$ cat config.mk
export PLATFORM = sky130hd
export DESIGN_NAME = rom_bus_ctrl_flat
export DESIGN_NICKNAME = d
export VERILOG_FILES = /design/src/rtl/rom_bus_ctrl_if.sv /design/src/rtl/rom_bus_ctrl.sv /design/src/flat_wrapper.sv
export SDC_FILE = /design/constraint.sdc
export NUM_CORES = 1
export LEC_CHECK = 0
export ABC_AREA = 1
export CORE_ASPECT_RATIO = 1.75
export CORE_MARGIN = 8
export CORE_UTILIZATION = 31
export DETAILED_ROUTE_END_ITERATION = 8
export GPL_TIMING_DRIVEN = 0
export SYNTH_ARGS = -nofsm -noshare
export SYNTH_HDL_FRONTEND = slang
export SYNTH_SLANG_ARGS = --single-unit
export TNS_END_PERCENT = 1
$ cat constraint.sdc
create_clock -name clk -period 2.02 [get_ports clk]
set_input_delay 0.404 -clock clk [delete_from_list [all_inputs] [get_ports clk]]
set_output_delay 0.404 -clock clk [all_outputs]
set_load 0.005 [all_outputs]
$ cat src/rtl/rom_bus_ctrl_if.sv
// CPU/ROM bus bundle for rom_bus_ctrl: the CPU request handshake plus the boot ROM
// select/address/data lines. The slave modport is the controller's view.
interface rom_bus_ctrl_if;
  logic        req;
  logic [15:0] addr;
  logic        rnw;
  logic [7:0]  rdata;
  logic        ready;
  logic        err;
  logic        mem_sel;
  logic [3:0]  mem_a;
  logic [7:0]  mem_din;

  modport slave (
    input  req, addr, rnw, mem_din,
    output rdata, ready, err, mem_sel, mem_a
  );

  modport master (
    output req, addr, rnw, mem_din,
    input  rdata, ready, err, mem_sel, mem_a
  );
endinterface

$ cat src/rtl/rom_bus_ctrl.sv
// Bus controller in front of the 16-byte async boot ROM: decodes the vector window,
// runs a wait-stated ROM read, and answers unmapped reads and writes locally.
// Optional last-hit cache of one ROM byte: define ROM_BUS_LASTHIT_EN.
module rom_bus_ctrl #(
  parameter int unsigned WAIT_STATES = 2,
  parameter logic [15:0] ROM_BASE    = 16'hFFF0,
  parameter logic [7:0]  OPEN_BUS    = 8'hFF
) (
  input  logic           clk,
  input  logic           reset,
  rom_bus_ctrl_if.slave  bus
);

  typedef enum logic [1:0] {
    IDLE   = 2'd0,
    ACCESS = 2'd1,
    DONE   = 2'd2
  } state_t;

  localparam logic [3:0] WAIT_INIT = 4'(WAIT_STATES);

  state_t     state_q, state_d;
  logic [3:0] cnt_q, cnt_d;
  logic [7:0] rdata_q, rdata_d;
  logic       ready_q, ready_d;
  logic       err_q, err_d;
  logic       sel_q, sel_d;
  logic [3:0] a_q, a_d;
  logic       rom_hit;

`ifdef ROM_BUS_LASTHIT_EN
  logic       lh_valid_q, lh_valid_d;
  logic [3:0] lh_tag_q, lh_tag_d;
  logic [7:0] lh_data_q, lh_data_d;
  logic       lh_match;

  assign lh_match = lh_valid_q && (lh_tag_q == bus.addr[3:0]);
`endif

  assign rom_hit = (bus.addr & 16'hFFF0) == ROM_BASE;

  always_ff @(posedge clk or posedge reset) begin
    if (reset) begin
      state_q <= IDLE;
    end else begin
      state_q <= state_d;
    end
  end

  // The request is only looked at in IDLE, so addr/rnw wiggles during an access are harmless.
  always_comb begin
    state_d = state_q;
    cnt_d   = cnt_q;
    rdata_d = rdata_q;
    ready_d = 1'b0;
    err_d   = err_q;
    sel_d   = sel_q;
    a_d     = a_q;
`ifdef ROM_BUS_LASTHIT_EN
    lh_valid_d = lh_valid_q;
    lh_tag_d   = lh_tag_q;
    lh_data_d  = lh_data_q;
`endif

    case (state_q)
      IDLE: begin
        if (bus.req) begin
          if (!bus.rnw) begin
            rdata_d = OPEN_BUS;
            err_d   = 1'b1;
            ready_d = 1'b1;
            state_d = DONE;
          end else if (!rom_hit) begin
            rdata_d = OPEN_BUS;
            err_d   = 1'b0;
            ready_d = 1'b1;
            state_d = DONE;
`ifdef ROM_BUS_LASTHIT_EN
          end else if (lh_match) begin
            rdata_d = lh_data_q;
            err_d   = 1'b0;
            ready_d = 1'b1;
            state_d = DONE;
`endif
          end else begin
            sel_d   = 1'b1;
            a_d     = bus.addr[3:0];
            cnt_d   = WAIT_INIT;
            state_d = ACCESS;
          end
        end
      end

      ACCESS: begin
        if (cnt_q != 4'd0) begin
          cnt_d = cnt_q - 4'd1;
        end else begin
          rdata_d = bus.mem_din;
          sel_d   = 1'b0;
          err_d   = 1'b0;
          ready_d = 1'b1;
          state_d = DONE;
`ifdef ROM_BUS_LASTHIT_EN
          lh_valid_d = 1'b1;
          lh_tag_d   = a_q;
          lh_data_d  = bus.mem_din;
`endif
        end
      end

      DONE: begin
        err_d   = 1'b0;
        state_d = IDLE;
      end

      default: begin
        sel_d   = 1'b0;
        err_d   = 1'b0;
        state_d = IDLE;
      end
    endcase
  end

  // Every bus-visible output is a flop so the ROM sees glitch-free select and address.
  always_ff @(posedge clk or posedge reset) begin
    if (reset) begin
      cnt_q   <= 4'd0;
      rdata_q <= 8'h00;
      ready_q <= 1'b0;
      err_q   <= 1'b0;
      sel_q   <= 1'b0;
      a_q     <= 4'h0;
    end else begin
      cnt_q   <= cnt_d;
      rdata_q <= rdata_d;
      ready_q <= ready_d;
      err_q   <= err_d;
      sel_q   <= sel_d;
      a_q     <= a_d;
    end
  end

`ifdef ROM_BUS_LASTHIT_EN
  always_ff @(posedge clk or posedge reset) begin
    if (reset) begin
      lh_valid_q <= 1'b0;
      lh_tag_q   <= 4'h0;
      lh_data_q  <= 8'h00;
    end else begin
      lh_valid_q <= lh_valid_d;
      lh_tag_q   <= lh_tag_d;
      lh_data_q  <= lh_data_d;
    end
  end
`endif

  assign bus.rdata   = rdata_q;
  assign bus.ready   = ready_q;
  assign bus.err     = err_q;
  assign bus.mem_sel = sel_q;
  assign bus.mem_a   = a_q;

endmodule

$ cat src/flat_wrapper.sv
// flat-port wrapper written by rule: the top's interface ports become plain ports
module rom_bus_ctrl_flat 
#(
  parameter int unsigned WAIT_STATES = 2,
  parameter logic [15:0] ROM_BASE    = 16'hFFF0,
  parameter logic [7:0]  OPEN_BUS    = 8'hFF
)
  (clk, reset, bus_req, bus_addr, bus_rnw, bus_mem_din, bus_rdata, bus_ready, bus_err, bus_mem_sel, bus_mem_a);
  rom_bus_ctrl_if bus_i ();
  input  logic clk;
  input  logic reset;
  input wire logic [$bits(bus_i.req)-1:0] bus_req;
  input wire logic [$bits(bus_i.addr)-1:0] bus_addr;
  input wire logic [$bits(bus_i.rnw)-1:0] bus_rnw;
  input wire logic [$bits(bus_i.mem_din)-1:0] bus_mem_din;
  output wire logic [$bits(bus_i.rdata)-1:0] bus_rdata;
  output wire logic [$bits(bus_i.ready)-1:0] bus_ready;
  output wire logic [$bits(bus_i.err)-1:0] bus_err;
  output wire logic [$bits(bus_i.mem_sel)-1:0] bus_mem_sel;
  output wire logic [$bits(bus_i.mem_a)-1:0] bus_mem_a;
  assign bus_i.req = bus_req;
  assign bus_i.addr = bus_addr;
  assign bus_i.rnw = bus_rnw;
  assign bus_i.mem_din = bus_mem_din;
  assign bus_rdata = bus_i.rdata;
  assign bus_ready = bus_i.ready;
  assign bus_err = bus_i.err;
  assign bus_mem_sel = bus_i.mem_sel;
  assign bus_mem_a = bus_i.mem_a;
  rom_bus_ctrl #(.WAIT_STATES(WAIT_STATES), .ROM_BASE(ROM_BASE), .OPEN_BUS(OPEN_BUS)) u_core (.clk(clk), .reset(reset), .bus(bus_i));
endmodule
==> After elaboration in Yosys (flattened, before gate mapping) <==
Cells that the tools add are included.
{ "totals": {"ramBits": 0, "out_inout_bits": 15, "elab_cells": 56, "rom_bits": 0, "ff_bits": 21, "latchBits": 0, "in_bits": 28, "mem_count": 0} }
{ "classes": {"div": 0, "reduce_logical": 9, "n_shift": 0, "n_lt_le_gt_ge": 0, "n_mux": 29, "eq_ne": 9, "n_mul": 0, "n_bitwise": 1, "addsub": 1} }
{ "op_table": {"columns": ["op", "n"], "rows": [
  ["two-way mux 8 bit", 4],
  ["two-way mux 4 bit", 4],
  ["one-hot mux 8 bit (2 select lines)", 1],
  ["== test 12 bit (second input constant)", 1],
  ["two-way mux 1 bit", 11],
  ["AND reduction 5 bit", 2],
  ["two-way mux 2 bit", 4],
  ["one-hot mux 4 bit (2 select lines)", 1],
  ["AND reduction 4 bit", 2],
  ["!= test 2 bit (second input constant)", 3],
  ["!= test 2 x 1 -> 1 bit (second input constant)", 2],
  ["one-hot mux 1 bit (2 select lines)", 2],
  ["one-hot mux 2 bit (2 select lines)", 1],
  ["nonzero test 4 bit", 1],
  ["subtractor 4 x 1 -> 4 bit (second input constant)", 1],
  ["!= test 3 bit (second input constant)", 1],
  ["one-hot mux 1 bit (3 select lines)", 1],
  ["AND reduction 3 bit", 1],
  ["== test 2 x 1 -> 1 bit (second input constant)", 1],
  ["== test 2 bit (second input constant)", 1],
  ["zero test 2 bit", 1],
  ["AND reduction 2 bit", 1],
  ["nonzero test 2 bit", 1],
  ["NOT 1 bit", 1]
]} }

==> Logic depth before layout (Yosys ltp) <==
{ "logic_depth": {"word_depth": 5, "mapped_depth": 9, "mapped_depth_nobuf": 9} }

==> Least setup slack after synthesis <==
OpenSTA, ideal clock, no wires.
{ "synth_path": {"path_kind": "flip-flop to flip-flop", "start": "register u_core.cnt_q[0]", "end": "register u_core.rdata_q[0] (netlist: u_core.bus.rdata[0])", "setup_time_ns": 0.117, "arrival_time_ns": 1.280, "path_stages_with_launch": 8, "path_slack_ns": 0.623, "path_buffers": 0, "period_less_slack_ns": 1.397, "t_required_ns": 1.903, "path_cell_list": "dfrtp_1 -> inv_1 -> ha_1 -> nand3_2 -> a21oi_4 -> nand3_4 -> nand2_1 -> nand2_1"} }
{ "synth_via": {"elab_chain_len": 3} }
{ "synth_rtl": {"columns": ["element", "line", "source"], "rows": [
  ["start, declared", "rom_bus_ctrl.sv:23", "logic [3:0] cnt_q, cnt_d;"],
  ["start signal, assigned", "rom_bus_ctrl.sv:134", "cnt_q <= cnt_d;"],
  ["nonzero test 4 bit", "rom_bus_ctrl.sv:95", "if (cnt_q != 4'd0) begin"],
  ["!= test 2 bit (no source line)", null, null],
  ["AND reduction 4 bit (no source line)", null, null],
  ["end signal, assigned", "rom_bus_ctrl.sv:135", "rdata_q <= rdata_d;"],
  ["end, declared", "rom_bus_ctrl.sv:24", "logic [7:0] rdata_q, rdata_d;"]
]} }
No other way between the ends.
A chain may end at the register's enable or synchronous reset.

==> Worst setup path after layout <==
Ends and elaborated chain as after synthesis.

==> metrics.yaml <==
tritoncts: "built"
powerDensity_mw_per_mm2: 1190
rsz0062_at_grt: "no"
cts_max_level: 1
grt_pass1_vias: 1143
wl_um: 3000
path_buf_inv: 1
die_h_um: 97.4
slowest_stage: "dfrtp_1"
clockBufferDepth: 2
layout_commonest_cell: "nand2_1"
ys_types: 22
clock_skew_ns: 0.00121
holdWs_ns: 0.475
dieArea_mm2: 0.00609
outcome: "complete, no violations"
place.gp.congestion: 0.814
tightest_slew_ns: 0.795
vias_per_cell: 4.57
area_growth_pct: 44.5
grt_pass1_wl_um: 5210
clk_latency_ns: 0.26
vias: 1074
synth-seq-area-share_pct: 44.7
drv_slew: 0
drive_gt1_share_pct: 13.2
cts_setup_buffers: 0
synth_area_mm2: 0.00117
cpMostUsedCell: "nand2_1"
relSlewSlack_pct: 46.9
coreArea_mm2: 0.00363
fmax_mhz: 623
mostFrequentLayoutCells: "47 x nand2_1, 42 x clkdlybuf4s50_1, 21 x dfrtp_1, 15 x inv_1, 10 x nand4_1"
syn_nets: 172
hold_viol: 0
cp_data_arrival_time_ns: 1.75
grt_antenna_before_repair: 0
dr.pass1.iters: 4
grt_max_degree: 22
setup_viol: 0
port_buffers: 42
routedWlPerCell_um: 12.7
cts_buffers: 3
netlist_instances: 143
ios: 43
route.detailed.drc: 0
synth_top_cell_by_area: "dfrtp_1"
worstSetupPathType: "reg2reg"
hpwlAfterDp_um: 2470
worst_setup_path_end_kind: "flop"
period_share_pct: 79.4
syn_area_per_cell_um2: 8.22
cpPeakStageDelay_ns: 0.38
cp_max_fo: 10
hold_path.class: "reg2reg"
clk_pin_slew_ns: 0.07
track_usage_pct: 10.2
netlist.area_leader.share_pct: 44.7
hold_buffers: 0
critPathLaunchType: "flop"
crit_family: "simple AND/OR/NAND/NOR gates"
cts_resized: 0
cts-root-buf: "clkbuf_8"
rows: 29
fp.dieW_um: 62.5
crit_chain: "inv_1 > ha_1 > nand3_2 > a21oi_4 > nand3_4 > nand2_1 > nand2_1"
ys_ff_latch: 21
p_leak_nw: 0.782
tns_ns: 0
initial_core_util_pct: 32.4
drtIter0Drc: 24
synthTopCellsByArea: "dfrtp_1 45%, nand2_1 15%, nand4_1 5.3%"
critPathRequiredTime_ns: 2.17
ant_nets: 0
clock-sinks: 21
ys_warn_count: 0
diodes: 0
period_needed_ns: 1.60
nets: 219
vdd.ir_drop.worst_mv: 0.623
drv_cap: 0
grt_overflow: 0
-- power breakdown --
group	switching, mW	internal (mW)	total [mW]
Clock	0.131	0.140	0.271
Combinational	0.576	0.486	1.06
Sequential	0.106	0.582	0.688
Total	0.813	1.21	2.02
-- flip-flops by register name, indices dropped and copies added, names as in the netlist --
signal              count
u_core.bus.rdata        8
u_core.state_q          2
u_core.bus.err          1
u_core.bus.mem_a        4
u_core.cnt_q            4
u_core.bus.ready        1
u_core.bus.mem_sel      1
-- logic make-up (layout without fill, tap and decap cells) --
family | Yosys count | in the layout | share of synthesized area, %
AOI/OAI and AO/OA | 9 | 9 | 4.90
xor gates and xnor gates | 1 | 1 | 0.746
adders and majority gates | 1 | 1 | 1.06
buffers and inverters | 20 | 66 | 6.82
DFF | 21 | 21 | 44.7
and+or+nand+nor | 91 | 91 | 41.7
-- worst paths after layout --
path	slack, ns	endpoint	depth (start not counted)	from
worst max-delay path	0.42	u_core.bus.rdata[0]$_DFFE_PP0P_	7	u_core.cnt_q[0]$_DFFE_PP0P_
worst min-delay path	0.47	u_core.bus.rdata[3]$_DFFE_PP0P_	2	u_core.bus.rdata[3]$_DFFE_PP0P_
worst max register to register	0.42	u_core.bus.rdata[0]$_DFFE_PP0P_	7	u_core.cnt_q[0]$_DFFE_PP0P_
worst min register to register	0.47	u_core.bus.rdata[3]$_DFFE_PP0P_	2	u_core.bus.rdata[3]$_DFFE_PP0P_
max in group asynchronous	0.93	u_core.bus.rdata[3]$_DFFE_PP0P_	2	reset
min in group asynchronous	0.60	u_core.bus.mem_a[0]$_DFFE_PP0P_	2	reset
-- layout make-up --
cell class	instances	area, um2
fill	377	1930
multi-input combinational	102	569
sequential	21	526
timing repair buffer	42	420
inverter	20	80.1
tap	46	57.6
clock buffer	4	45.0
-- Yosys cell counts, drive strengths merged --
library cell,number
ha,1
a31oi,1
o21ai,7
xor2,1
nand3,7
a21oi,1
inv,20
nand2,50
nor2,15
or2,8
dfrtp,21
nand4,11
-- routing by layer --
layer | global-route usage (%) | vias up | wire length [um]
li1 | - | 545 | -
met2 | 17.5 | 34 | 1530
met3 | 1.39 | 8 | 138
met4 | 6.01 | 0 | 95
met5 | 0 | - | 0
met1 | 11.5 | 487 | 1240
-- worst register-to-register path: stages, from the launching register on --
cell     delay [ns]
dfrtp_1        0.38
inv_1          0.10
ha_1           0.23
nand3_2        0.15
a21oi_4        0.31
nand3_4        0.18
nand2_1        0.09
nand2_1        0.05
-- stage by stage --
stage / worst slack, ns / power, mW / util, % / instance area (um2) / instances
2_1_floorplan: 0.623 / 1.35 / - / 1170 / 143
3_3_place_gp: 0.221 / 1.74 / 45.6 / 1650 / 231
5_1_grt: 0.299 / 2.21 / 46.8 / 1700 / 235
4_1_cts: 0.404 / 2.06 / 46.8 / 1700 / 235
6_report: 0.416 / 2.02 / 46.8 / 1700 / 235
3_5_place_dp: 0.197 / 1.78 / 45.6 / 1650 / 231
No activity file was read; power rests on OpenSTA's default activity.
